--- src/rtl/uart_pkg.sv ---
// uart_pkg: definitions shared by the UART blocks (uart_baud_rate, uart_rx,
// and later uart_tx).
//   UART_OVERSAMPLE : baud_tick pulses per bit period
//   UART_DATA_BITS  : data bits per 8N1 frame
//   rx_state_t      : receiver FSM states
package uart_pkg;

  localparam int UART_OVERSAMPLE = 16;
  localparam int UART_DATA_BITS  = 8;

  typedef enum logic [1:0] {
    IDLE  = 2'd0,
    START = 2'd1,
    DATA  = 2'd2,
    STOP  = 2'd3
  } rx_state_t;

endpackage

--- src/rtl/uart_rx_sync.sv ---
// uart_rx_sync: two-flop synchronizer for the asynchronous rx line.
// Both flops reset to 1 so that reset looks like an idle (high) line and
// cannot be mistaken for a start bit.
//   clk, rst : system clock, async active-high reset
//   d        : asynchronous input
//   q        : synchronized output (2 clk latency)
module uart_rx_sync (
  input  logic clk,
  input  logic rst,
  input  logic d,
  output logic q
);

  logic meta;

  always_ff @(posedge clk or posedge rst) begin
    if (rst) begin
      meta <= 1'b1;
      q    <= 1'b1;
    end else begin
      meta <= d;
      q    <= meta;
    end
  end

endmodule

--- src/rtl/uart_rx.sv ---
// uart_rx: 8N1 UART receiver, oversampling rx on baud_tick (OVERSAMPLE x baud).
// Deframes LSB-first characters and presents them on a valid/ready interface.
//   clk, rst     : system clock, async active-high reset
//   baud_tick    : one-clk pulse at OVERSAMPLE x baud rate
//   rx           : asynchronous serial input, idles high
//   data_out     : last received byte
//   data_valid   : data_out holds an unconsumed byte
//   data_ready   : consumer accepts when data_valid && data_ready
//   frame_error  : one-clk pulse, stop bit sampled low
//   overrun      : one-clk pulse, new byte landed on an unconsumed one
module uart_rx
  import uart_pkg::*;
#(
  parameter int DATA_BITS  = UART_DATA_BITS,
  parameter int OVERSAMPLE = UART_OVERSAMPLE
) (
  input  logic                 clk,
  input  logic                 rst,
  input  logic                 baud_tick,
  input  logic                 rx,
  output logic [DATA_BITS-1:0] data_out,
  output logic                 data_valid,
  input  logic                 data_ready,
  output logic                 frame_error,
  output logic                 overrun
);

  localparam int TW = $clog2(OVERSAMPLE);
  localparam int BW = $clog2(DATA_BITS + 1);
  localparam logic [TW-1:0] T_MID  = TW'(OVERSAMPLE / 2 - 1);
  localparam logic [TW-1:0] T_LAST = TW'(OVERSAMPLE - 1);
  // Compared before the increment, so this is the tick that takes bcnt to DATA_BITS.
  localparam logic [BW-1:0] B_LAST = BW'(DATA_BITS - 1);

  rx_state_t            state, state_n;
  logic                 rx_s;
  logic [TW-1:0]        tcnt;
  logic [BW-1:0]        bcnt;
  logic [DATA_BITS-1:0] shreg;

  logic tcnt_clr, tcnt_inc, bcnt_clr, bcnt_inc, shift_en, load, ferr;

  uart_rx_sync u_sync (
    .clk (clk),
    .rst (rst),
    .d   (rx),
    .q   (rx_s)
  );

  always_ff @(posedge clk or posedge rst) begin
    if (rst) state <= IDLE;
    else     state <= state_n;
  end

  // After the start bit is centred, sampling every OVERSAMPLE ticks lands
  // each data and stop sample mid-bit.
  always_comb begin
    state_n  = state;
    tcnt_clr = 1'b0;
    tcnt_inc = 1'b0;
    bcnt_clr = 1'b0;
    bcnt_inc = 1'b0;
    shift_en = 1'b0;
    load     = 1'b0;
    ferr     = 1'b0;
    case (state)
      // Start edge is looked for every clk, not only on ticks.
      IDLE: begin
        if (!rx_s) begin
          state_n  = START;
          tcnt_clr = 1'b1;
        end
      end
      START: begin
        if (baud_tick) begin
          if (tcnt == T_MID) begin
            tcnt_clr = 1'b1;
            bcnt_clr = 1'b1;
            state_n  = rx_s ? IDLE : DATA;  // high at mid start bit = glitch
          end else begin
            tcnt_inc = 1'b1;
          end
        end
      end
      DATA: begin
        if (baud_tick) begin
          if (tcnt == T_LAST) begin
            shift_en = 1'b1;
            tcnt_clr = 1'b1;
            bcnt_inc = 1'b1;
            if (bcnt == B_LAST) state_n = STOP;
          end else begin
            tcnt_inc = 1'b1;
          end
        end
      end
      STOP: begin
        if (baud_tick) begin
          if (tcnt == T_LAST) begin
            // Leave mid stop bit so a back-to-back start edge is not missed.
            load    = rx_s;
            ferr    = !rx_s;
            state_n = IDLE;
          end else begin
            tcnt_inc = 1'b1;
          end
        end
      end
      default: state_n = IDLE;
    endcase
  end

  always_ff @(posedge clk or posedge rst) begin
    if (rst) begin
      tcnt        <= '0;
      bcnt        <= '0;
      shreg       <= '0;
      data_out    <= '0;
      data_valid  <= 1'b0;
      frame_error <= 1'b0;
      overrun     <= 1'b0;
    end else begin
      if (tcnt_clr)      tcnt <= '0;
      else if (tcnt_inc) tcnt <= tcnt + 1'b1;

      if (bcnt_clr)      bcnt <= '0;
      else if (bcnt_inc) bcnt <= bcnt + 1'b1;

      // LSB arrives first; right shift leaves it at bit 0 after DATA_BITS shifts.
      if (shift_en) shreg <= {rx_s, shreg[DATA_BITS-1:1]};

      frame_error <= ferr;
      // A byte consumed in the load cycle is not lost, so no overrun then.
      overrun     <= load && data_valid && !data_ready;

      // Load has priority over the handshake clear.
      if (load) begin
        data_out   <= shreg;
        data_valid <= 1'b1;
      end else if (data_valid && data_ready) begin
        data_valid <= 1'b0;
      end
    end
  end

endmodule

--- config.mk ---
export PLATFORM = sky130hd
export DESIGN_NAME = uart_rx
export DESIGN_NICKNAME = d
export VERILOG_FILES = /design/src/rtl/uart_pkg.sv /design/src/rtl/uart_rx_sync.sv /design/src/rtl/uart_rx.sv
export SDC_FILE = /design/constraint.sdc
export NUM_CORES = 1
export LEC_CHECK = 0
export ABC_AREA = 1
export BUFFER_PORTS_ARGS = -buffer_cell sky130_fd_sc_hd__buf_4
export CORE_ASPECT_RATIO = 0.5
export CORE_MARGIN = 3
export CORE_UTILIZATION = 55
export DETAILED_ROUTE_END_ITERATION = 6
export PLACE_DENSITY = 0.76
export SLEW_MARGIN = 25
export SYNTH_ARGS = -nofsm -noshare
export SYNTH_HDL_FRONTEND = slang
export SYNTH_SLANG_ARGS = --single-unit
--- constraint.sdc ---
create_clock -name clk -period 1.7 [get_ports clk]
set_clock_uncertainty 0.15 [all_clocks]
set_input_delay 0.085 -clock clk [delete_from_list [all_inputs] [get_ports clk]]
set_output_delay 0.085 -clock clk [all_outputs]
set_load 0.005 [all_outputs]
==> results.toml, run 1 <==
[status]
run_status = "finished, final reports clean"

[logic_synthesis]
syn_area_per_cell_um2 = 9.02
synthMuxAreaShare = 0
synth_adder_area_share = 0.0175
synth_top_area_frac = 0.506
syn_inst = 159
synth.distinct_cells = 23
synth_top_cell_by_area = "dfrtp_1"
ys.flop_type = "dfrtp_1"
ys_ff_latch = 31
synthSimpleGateAreaFrac = 0.243
yosys_warnings = 0
synth_top_family_by_area = "simple AND/OR/NAND/NOR gates"
synth_xor_area_frac = 0.0122
async_flop_share = 1.00
synth_compound_area_frac = 0.0942
ys_seq_area_frac = 0.543
yosysMostFrequentCell = "nand2_1"
synth.area.top_cells = "dfrtp_1 51%, nand2_1 11%, inv_1 6.0%"
synth_commonest_cells = "42 x nand2_1, 29 x dfrtp_1, 23 x inv_1, 14 x nand3_1, 9 x o21ai_1"
synth_area_um2 = 1430
synth_edf_count = 0
synth_nets = 166

[worst_hold_path]
holdCritPathClass = "register to register"
hold_path.startpoint = "u_sync.meta"

[final_layout]
n_fill_cell = 168
n_antenna_cell = 0
layout-drive-gt1-share = 0.262
ff_latch_area_um2 = 778
multi_input_area_um2 = 547
syn_to_final_growth_pct = 23.5
finalNetCount = 193

[routing]
dr.pass1.iters = 4
route.detailed.drc = 0
via_per_inst = 4.85
drt_iter0_markers = 26
postRouteAntennaNets = 0
wire_per_inst_um = 12.2
routed_wl_um = 2710
dr_total_vias = 1076

[global_route]
grt_pass1_wl_um = 4490
grt_overflow = 0
grt_max_degree = 32
grt_pass1_vias = 1019
grt.total_usage = 0.181
antenna_found_initial = 0

[power]
vdd_ir_drop_max_mv = 0.734
power.density_nw_per_um2 = 1200
power_mw = 2.12
leakagePower_nw = 0.896

[floorplan]
row_count = 12
io_pins = 16
die_w_um = 78.2
die_y_um = 42.1
dieArea_um2 = 3290
core_um2 = 2340
start_util = 0.612

[clock_tree]
cts_buffers = 5
ctsHtreeMaxLevel = 2
cts_sinks = 31
cts_root_buf = "clkbuf_8"
clock_path_buffers = 2
cts_tree = "done"
clock_latency_ns = 0.28
clk_pin_slew_worst_paths_ns = 0.07

[sta]
rsz0062_at_grt = "true"
relSlewSlack = 0.747
tns_ns = 0
tightest_slew_ns = 0.380
post-route-period-util = 0.953
hold_violations = 0
setup_ws_ns = 0.0806
period_needed_ns = 1.62
fmax_mhz = 617
slew_viol_final = 0
setup_viol = 0

[setup_path]
critPathMaxFanout = 17
critical_path_buf_inv_count = 0
worstPathCellList = "ha_4 -> nand3_2 -> nor2_4 -> nand3_4 -> nand2_1 -> o21ai_2"
cpLargestDelayFamily = "simple AND/OR/NAND/NOR gates"
cpMaxStageDelayCell = "dfrtp_1"
worst-setup-path-type = "register to register"
crit_path_max_incr_delay_ns = 0.41
crit_start = "tcnt[0]"
arrival_ns = 1.64
reg2reg_from = "tcnt[0]"
rrSetupSlack_ns = 0.08
start_kind = "register"
end_kind = "register"
required_ns = 1.72

[place]
place_ws_ns = 0.0185
dpl.hpwl_um = 1750
gp_congestion = 0.842
io_buffers = 15

[flow_run]
cap_viol_max_count = 0
-- final cells by class --
cell class	instances	area share
flip-flops and latches	31	0.440
multi-input cells	100	0.309
repair buffers	24	0.110
inverters	24	0.0509
clock buffers	6	0.0466
well taps	35	0.0247
clock inverters	2	0.0198
-- final timing paths --
kind,to,cells after the start
max,data_out[4],6
min,u_sync.q,0
max reg2reg,data_out[4],6
min reg2reg,u_sync.q,0
max in group asynchronous,u_sync.meta,4
min in group asynchronous,bcnt[3],4
-- worst reg2reg max path, delay by kind of cell, from the launching register on --
kind / cells / cell delay, ns
compound gates: 1 / 0.06
flops: 1 / 0.41
simple gates: 4 / 0.71
fa+ha+maj: 1 / 0.19
-- kinds of logic after synthesis --
group	count (synthesis)
adders and majority gates	2
AOI/OAI and AO/OA	21
xor gates and xnor gates	2
and+or+nand+nor	75
buffers and inverters	28
DFF	31
-- power breakdown --
part | total, mW | switching (mW) | internal [mW] | leakage (nW)
clock network | 0.748 | 0.274 | 0.474 | 0.0612
logic | 0.452 | 0.274 | 0.179 | 0.423
registers | 0.921 | 0.0987 | 0.823 | 0.412
total | 2.12 | 0.646 | 1.48 | 0.896
-- routing by layer --
layer | global-route usage | routed length [um]
met1 | 0.222 | 1220
met2 | 0.293 | 1300
met3 | 0.0644 | 143
met4 | 0.0732 | 40
met5 | 0 | 0
-- sequential cells by signal (all words and copies together), names as in the netlist, named ones only --
name         count
shreg            8
bcnt             4
u_sync.q         1
data_out         8
tcnt             4
frame_error      1
data_valid       1
u_sync.meta      1
overrun          1
state            1
-- per-stage QoR --
| step | area [um^2] | hold slack (ns) | util | cells |
|---|---|---|---|---|
| 2_1_floorplan | 1430 | -0.0605 | - | 159 |
| 3_3_place_gp | 1570 | 0.0403 | 0.669 | 207 |
| 3_5_place_dp | 1570 | 0.0418 | 0.669 | 207 |
| 4_1_cts | 1730 | 0.207 | 0.737 | 219 |
| 5_1_grt | 1770 | 0.213 | 0.756 | 222 |
| 6_report | 1770 | 0.205 | 0.756 | 222 |
-- what timing repair did --
item                                    4_1_cts  5_1_grt
hold buffers                                  4        0
endpoints found under the hold margin        33        0
resized for setup                             1        4
endpoints found under the setup margin        1       18
buffers inserted                              0        3
gates cloned                                  0        0
pin swaps                                     0        2
-- placed cells by master (no fill, tap or decap), types with 4 or more instances in the layout --
master / netlist / routed
nand2_1: 42 / 41
dfrtp_1: 29 / 29
o21ai_2: 8 / 8
o21ai_1: 9 / 9
nand3_1: 14 / 14
clkbuf_8: 0 / 6
inv_1: 23 / 23
buf_4: 0 / 19
dlygate4sd3_1: 0 / 4
nor2_1: 8 / 8
No activity file was read; power rests on OpenSTA's default activity.
==> run 2: changes to the inputs <==
--- a/config.mk
+++ b/config.mk
@@ -8,8 +8,9 @@
 export ABC_AREA = 1
 export BUFFER_PORTS_ARGS = -buffer_cell sky130_fd_sc_hd__buf_4
 export CORE_ASPECT_RATIO = 0.5
-export CORE_MARGIN = 3
+export CORE_MARGIN = 4
 export CORE_UTILIZATION = 55
+export CTS_BUF_LIST = sky130_fd_sc_hd__clkbuf_16
 export DETAILED_ROUTE_END_ITERATION = 6
 export PLACE_DENSITY = 0.76
 export SLEW_MARGIN = 25
==> run 2 against run 1 <==
Sequential share of layout area is 0.67 points lower. Combinational power is 6.4% lower. Via count is 2.1% lower. Worst setup slack better by 0.044 ns. Cell area is 1.6% higher. Largest power group is now clock.
==> results.toml, run 2 (same netlist as run 1, synthesis figures left out) <==
[flow_run]
cap_viol_max_count = 0

[power]
pwr-share-clk = 0.422
vdd_ir_drop_max_mv = 0.739
seq_power_share = 0.395
share_comb_of_total_power = 0.183
power.internal_mw = 1.66
leakagePower_nw = 0.918
swShare = 0.284
power.density_nw_per_um2 = 1290
p_switching_uw = 657

[sta]
setup_viol = 0
post-route-period-util = 0.927
holdWs_ns = 0.00159
hold_violations = 0
rsz0062_at_grt = "true"
tightest_slew_ns = 0.382
slew_viol_final = 0
setup_ws_ns = 0.125
period_needed_ns = 1.58
tns_ns = 0
relSlewSlack = 0.746
fmax_mhz = 635

[setup_path]
required_ns = 1.71
end_kind = "register"
arrival_ns = 1.58
worst-setup-path-type = "register to register"
critPathMaxFanout = 8
start_kind = "register"

[global_route]
grt_max_degree = 32
grt_pass1_wl_um = 4280
grt_pass1_vias = 967
antenna_found_initial = 0
grt_overflow = 0
grt.total_usage = 0.160

[place]
io_buffers = 15
place_area_um2 = 1590
gp_congestion = 0.832
dpl.hpwl_um = 1680
place_ws_ns = 0.120

[final_layout]
n_antenna_cell = 0
final_cell_mix = "42 x nand2_1, 29 x dfrtp_1, 23 x inv_1"
largest_registers = "data_out (8), shreg (8)"
n_fill_cell = 170
final_common_cell = "nand2_1"
layout-drive-gt1-share = 0.253
syn_to_final_growth_pct = 25.4
multi_input_area_um2 = 542
finalNetCount = 192
ff_latch_area_um2 = 778
final_cell_area_um2 = 1800

[floorplan]
die_w_um = 80.2
core_um2 = 2340
dieArea_um2 = 3540
io_pins = 16
die_y_um = 44.1
row_count = 12
start_util = 0.612

[clock_tree]
clk_pin_slew_worst_paths_ns = 0.05
cts_tree = "done"
clock_path_buffers = 2
clock_latency_ns = 0.27
ctsHtreeMaxLevel = 2
cts_root_buf = "clkbuf_16"
cts_buffers = 5
cts_sinks = 31

[status]
run_status = "finished, final reports clean"

[routing]
via_per_inst = 4.76
postRouteAntennaNets = 0
wire_per_inst_um = 11.2
routed_wl_um = 2470
route.detailed.drc = 0
dr_total_vias = 1053
drt_iter0_markers = 59
dr.pass1.iters = 4

[worst_hold_path]
holdCritPathClass = "input port to register"
-- run 2: final timing paths --
kind / startpoint / to / slack [ns] / depth (start not counted)
worst max register to register: tcnt[0] / register / 0.12 / 9
worst min-delay path: baud_tick / tcnt[1] / 0.002 / 3
worst min register to register: u_sync.meta / u_sync.q / 0.20 / 0
worst max-delay path: tcnt[0] / register / 0.12 / 9
min in group asynchronous: rst / bcnt[2] / 0.30 / 4
max in group asynchronous: rst / u_sync.meta / 0.78 / 4
-- run 2: metal layers --
metal  track usage  vias to the layer above  wire length, um
met3        0.0589                        5              113
met4        0.0707                        0               32
met5             0                        -                0
met1         0.207                      480             1220
met2         0.242                       15             1110
li1              -                      553                -
-- run 2: what timing repair did --
item	4_1_cts	5_1_grt
resized for setup	0	3
hold buffers	3	0
buffers inserted	0	0
endpoints found under the setup margin	0	9
endpoints found under the hold margin	32	0
-- run 2: area by class of cell --
class,count,area share
Clock buffer,5,0.0696
Clock inverter,3,0.0216
Inverter,24,0.0501
Multi-Input combinational cell,100,0.301
Sequential cell,31,0.433
Tap cell,35,0.0244
Timing Repair Buffer,23,0.100
-- run 2: power groups by stage --
stage,logic (mW),clock network [mW],registers [mW]
2_1_floorplan,0.320,0,0.906
3_3_place_gp,0.381,0,0.923
3_5_place_dp,0.398,0,0.927
4_1_cts,0.410,0.998,0.913
5_1_grt,0.490,1.04,0.925
6_report,0.423,0.978,0.916
-- run 2: through the flow --
step	total power, mW	cells	util
after floorplan	1.23	159	-
after global placement	1.30	210	0.678
after detailed placement	1.33	210	0.678
after CTS	2.32	221	0.761
after global routing	2.46	221	0.768
final	2.32	221	0.768
-- run 2: critical path, stage by stage (launching register included) --
cell and delay [ns]:
dfrtp_1 0.38, ha_1 0.20, buf_4 0.14, nand3_1 0.08
nand2_1 0.11, nand2_4 0.09, nor2_2 0.16, nand2_1 0.06
nand2_1 0.05, nand2_1 0.05
==> run 3: changes to the inputs <==
--- a/config.mk
+++ b/config.mk
@@ -7,13 +7,14 @@
 export LEC_CHECK = 0
 export ABC_AREA = 1
 export BUFFER_PORTS_ARGS = -buffer_cell sky130_fd_sc_hd__buf_4
+export CELL_PAD_IN_SITES_DETAIL_PLACEMENT = 2
+export CELL_PAD_IN_SITES_GLOBAL_PLACEMENT = 2
 export CORE_ASPECT_RATIO = 0.5
 export CORE_MARGIN = 4
-export CORE_UTILIZATION = 55
+export CORE_UTILIZATION = 35
 export CTS_BUF_LIST = sky130_fd_sc_hd__clkbuf_16
 export DETAILED_ROUTE_END_ITERATION = 6
-export PLACE_DENSITY = 0.76
-export SLEW_MARGIN = 25
+export PLACE_DENSITY_LB_ADDON = 0.1
 export SYNTH_ARGS = -nofsm -noshare
 export SYNTH_HDL_FRONTEND = slang
 export SYNTH_SLANG_ARGS = --single-unit
==> run 3 against run 2 <==
Die area up 48%. Total power down 3.8%. Sequential share of layout area is 0.59 points lower. Highest routed layer unchanged. Global-route usage shrank 0.78 points. Worst hold slack better by 0.0040 ns. Largest power group is now registers.
==> results.toml, run 3 (same netlist as run 1, synthesis figures left out) <==
[routing]
routed_wl_um = 3550
postRouteAntennaNets = 0
dr_total_vias = 1185
wire_per_inst_um = 14.6
dr.pass1.iters = 4
drt_iter0_markers = 25
via_per_inst = 4.88
route.detailed.drc = 0

[power]
leakagePower_nw = 0.887
share_comb_of_total_power = 0.202
swShare = 0.318
pwr-share-clk = 0.380
seq_power_share = 0.418
p_switching_uw = 710
vdd_ir_drop_max_mv = 0.517
power.density_nw_per_um2 = 1220
power.internal_mw = 1.52

[place]
dp.cells = 229
gp_congestion = 0.718
io_buffers = 15
dpl.hpwl_um = 2260

[global_route]
met1_usage = 0.178
antenna_found_initial = 0
grt_util_met3 = 0.0474
grt_overflow = 0
busiest_layer = "met2"
grt_pass1_wl_um = 6070
grt.total_usage = 0.152
met2_usage = 0.265
grt_max_degree = 32
grt_pass1_vias = 1315

[floorplan]
io_pins = 16
core_um2 = 3920
row_count = 16
die_w_um = 98.5
die_y_um = 53.3
dieArea_um2 = 5250
start_util = 0.365

[final_layout]
final_common_cell = "nand2_1"
final_cell_mix = "41 x nand2_1, 29 x dfrtp_1, 23 x inv_1"
finalNetCount = 195
syn_to_final_growth_pct = 27.1
layout-drive-gt1-share = 0.265
n_antenna_cell = 0
layout.cells.non_filler = 243
largest_registers = "data_out (8), shreg (8)"
post-route-util = 0.465

[clock_tree]
clock_latency_ns = 0.28
clock_path_buffers = 2
cts_root_buf = "clkbuf_16"
cts_sinks = 31
cts_tree = "done"
cts_buffers = 5
ctsHtreeMaxLevel = 2
clk_pin_slew_worst_paths_ns = 0.05

[sta]
slew_viol_final = 0
rsz0062_at_grt = "true"
fmax_mhz = 599
period_needed_ns = 1.67
hold_violations = 0
relSlewSlack = 0.735
tightest_slew_ns = 0.397
setup_viol = 0
post-route-period-util = 0.983

[setup_path]
cpMaxStageDelayCell = "dfrtp_1"
arrival_ns = 1.68
start_kind = "register"
end_kind = "register"
crit_path_max_incr_delay_ns = 0.41
worstPathCellList = "ha_4 -> nand3_2 -> nor2_4 -> nand2_2 -> buf_4 -> nor3_2 -> nor2_1"
critPathMaxFanout = 7
required_ns = 1.71
worst-setup-path-type = "register to register"

[flow_run]
cap_viol_max_count = 0

[worst_hold_path]
holdCritPathClass = "input port to register"

[status]
run_status = "finished, final reports clean"
## run 3: power groups by stage
stage               Clock (mW)  Combinational, mW  Sequential, mW
finish                   0.847              0.450           0.933
global route             0.920              0.530           0.949
CTS                      0.864              0.425           0.923
detailed placement           0              0.413           0.933
global placement             0              0.396           0.929
floorplan                    0              0.320           0.906
## run 3: final cells by class
| cell class | count | area, um^2 |
|---|---|---|
| Clock buffer | 5 | 125 |
| Clock inverter | 3 | 15.0 |
| Fill cell | 435 | 2100 |
| Inverter | 24 | 90.1 |
| Multi-Input combinational cell | 101 | 552 |
| Sequential cell | 31 | 778 |
| Tap cell | 54 | 67.6 |
| Timing Repair Buffer | 25 | 195 |
## run 3: final timing paths
kind                            cells after the start        to  slack (ns)        start
worst max register to register                      7   bcnt[3]        0.03      tcnt[0]
min in group asynchronous                           4   bcnt[0]        0.31          rst
max in group asynchronous                           4  u_sync.q        0.77          rst
worst min-delay path                                3   tcnt[1]       0.006    baud_tick
worst min register to register                      0  u_sync.q        0.20  u_sync.meta
worst max-delay path                                7   bcnt[3]        0.03      tcnt[0]
## run 3: per-layer routing
metal / share of wire / vias up
li1: - / 558
met1: 0.46 / 608
met2: 0.49 / 15
met3: 0.037 / 4
met4: 0.0087 / 0
met5: 0 / -
## run 3: metrics by stage
stage / hold slack, ns / instance area [um^2] / power (mW) / setup slack [ns] / TNS [ns]
floorplan: -0.0605 / 1430 / 1.23 / 0.219 / 0
CTS: 0.00698 / 1780 / 2.21 / 0.0396 / 0
global route: 0.0325 / 1820 / 2.40 / -0.0699 / -0.600
finish: 0.00559 / 1820 / 2.23 / 0.0297 / 0
detailed placement: 0.0463 / 1610 / 1.35 / 0.0527 / 0
global placement: 0.0435 / 1610 / 1.32 / 0.103 / 0
## run 3: critical path: cells and delay by family, from the launching register on
kind                       cells  cell delay [ns]
and+or+nand+nor                5             0.63
DFF                            1             0.41
buffers and inverters          1             0.19
adders and majority gates      1             0.18
## run 3: what timing repair did
item                                   in CTS  in global routing
resized for setup                           0                  3
hold buffers                                3                  0
endpoints found under the hold margin      32                  0
setup buffers                               0                  2
setup endpoints to repair                   0                 24
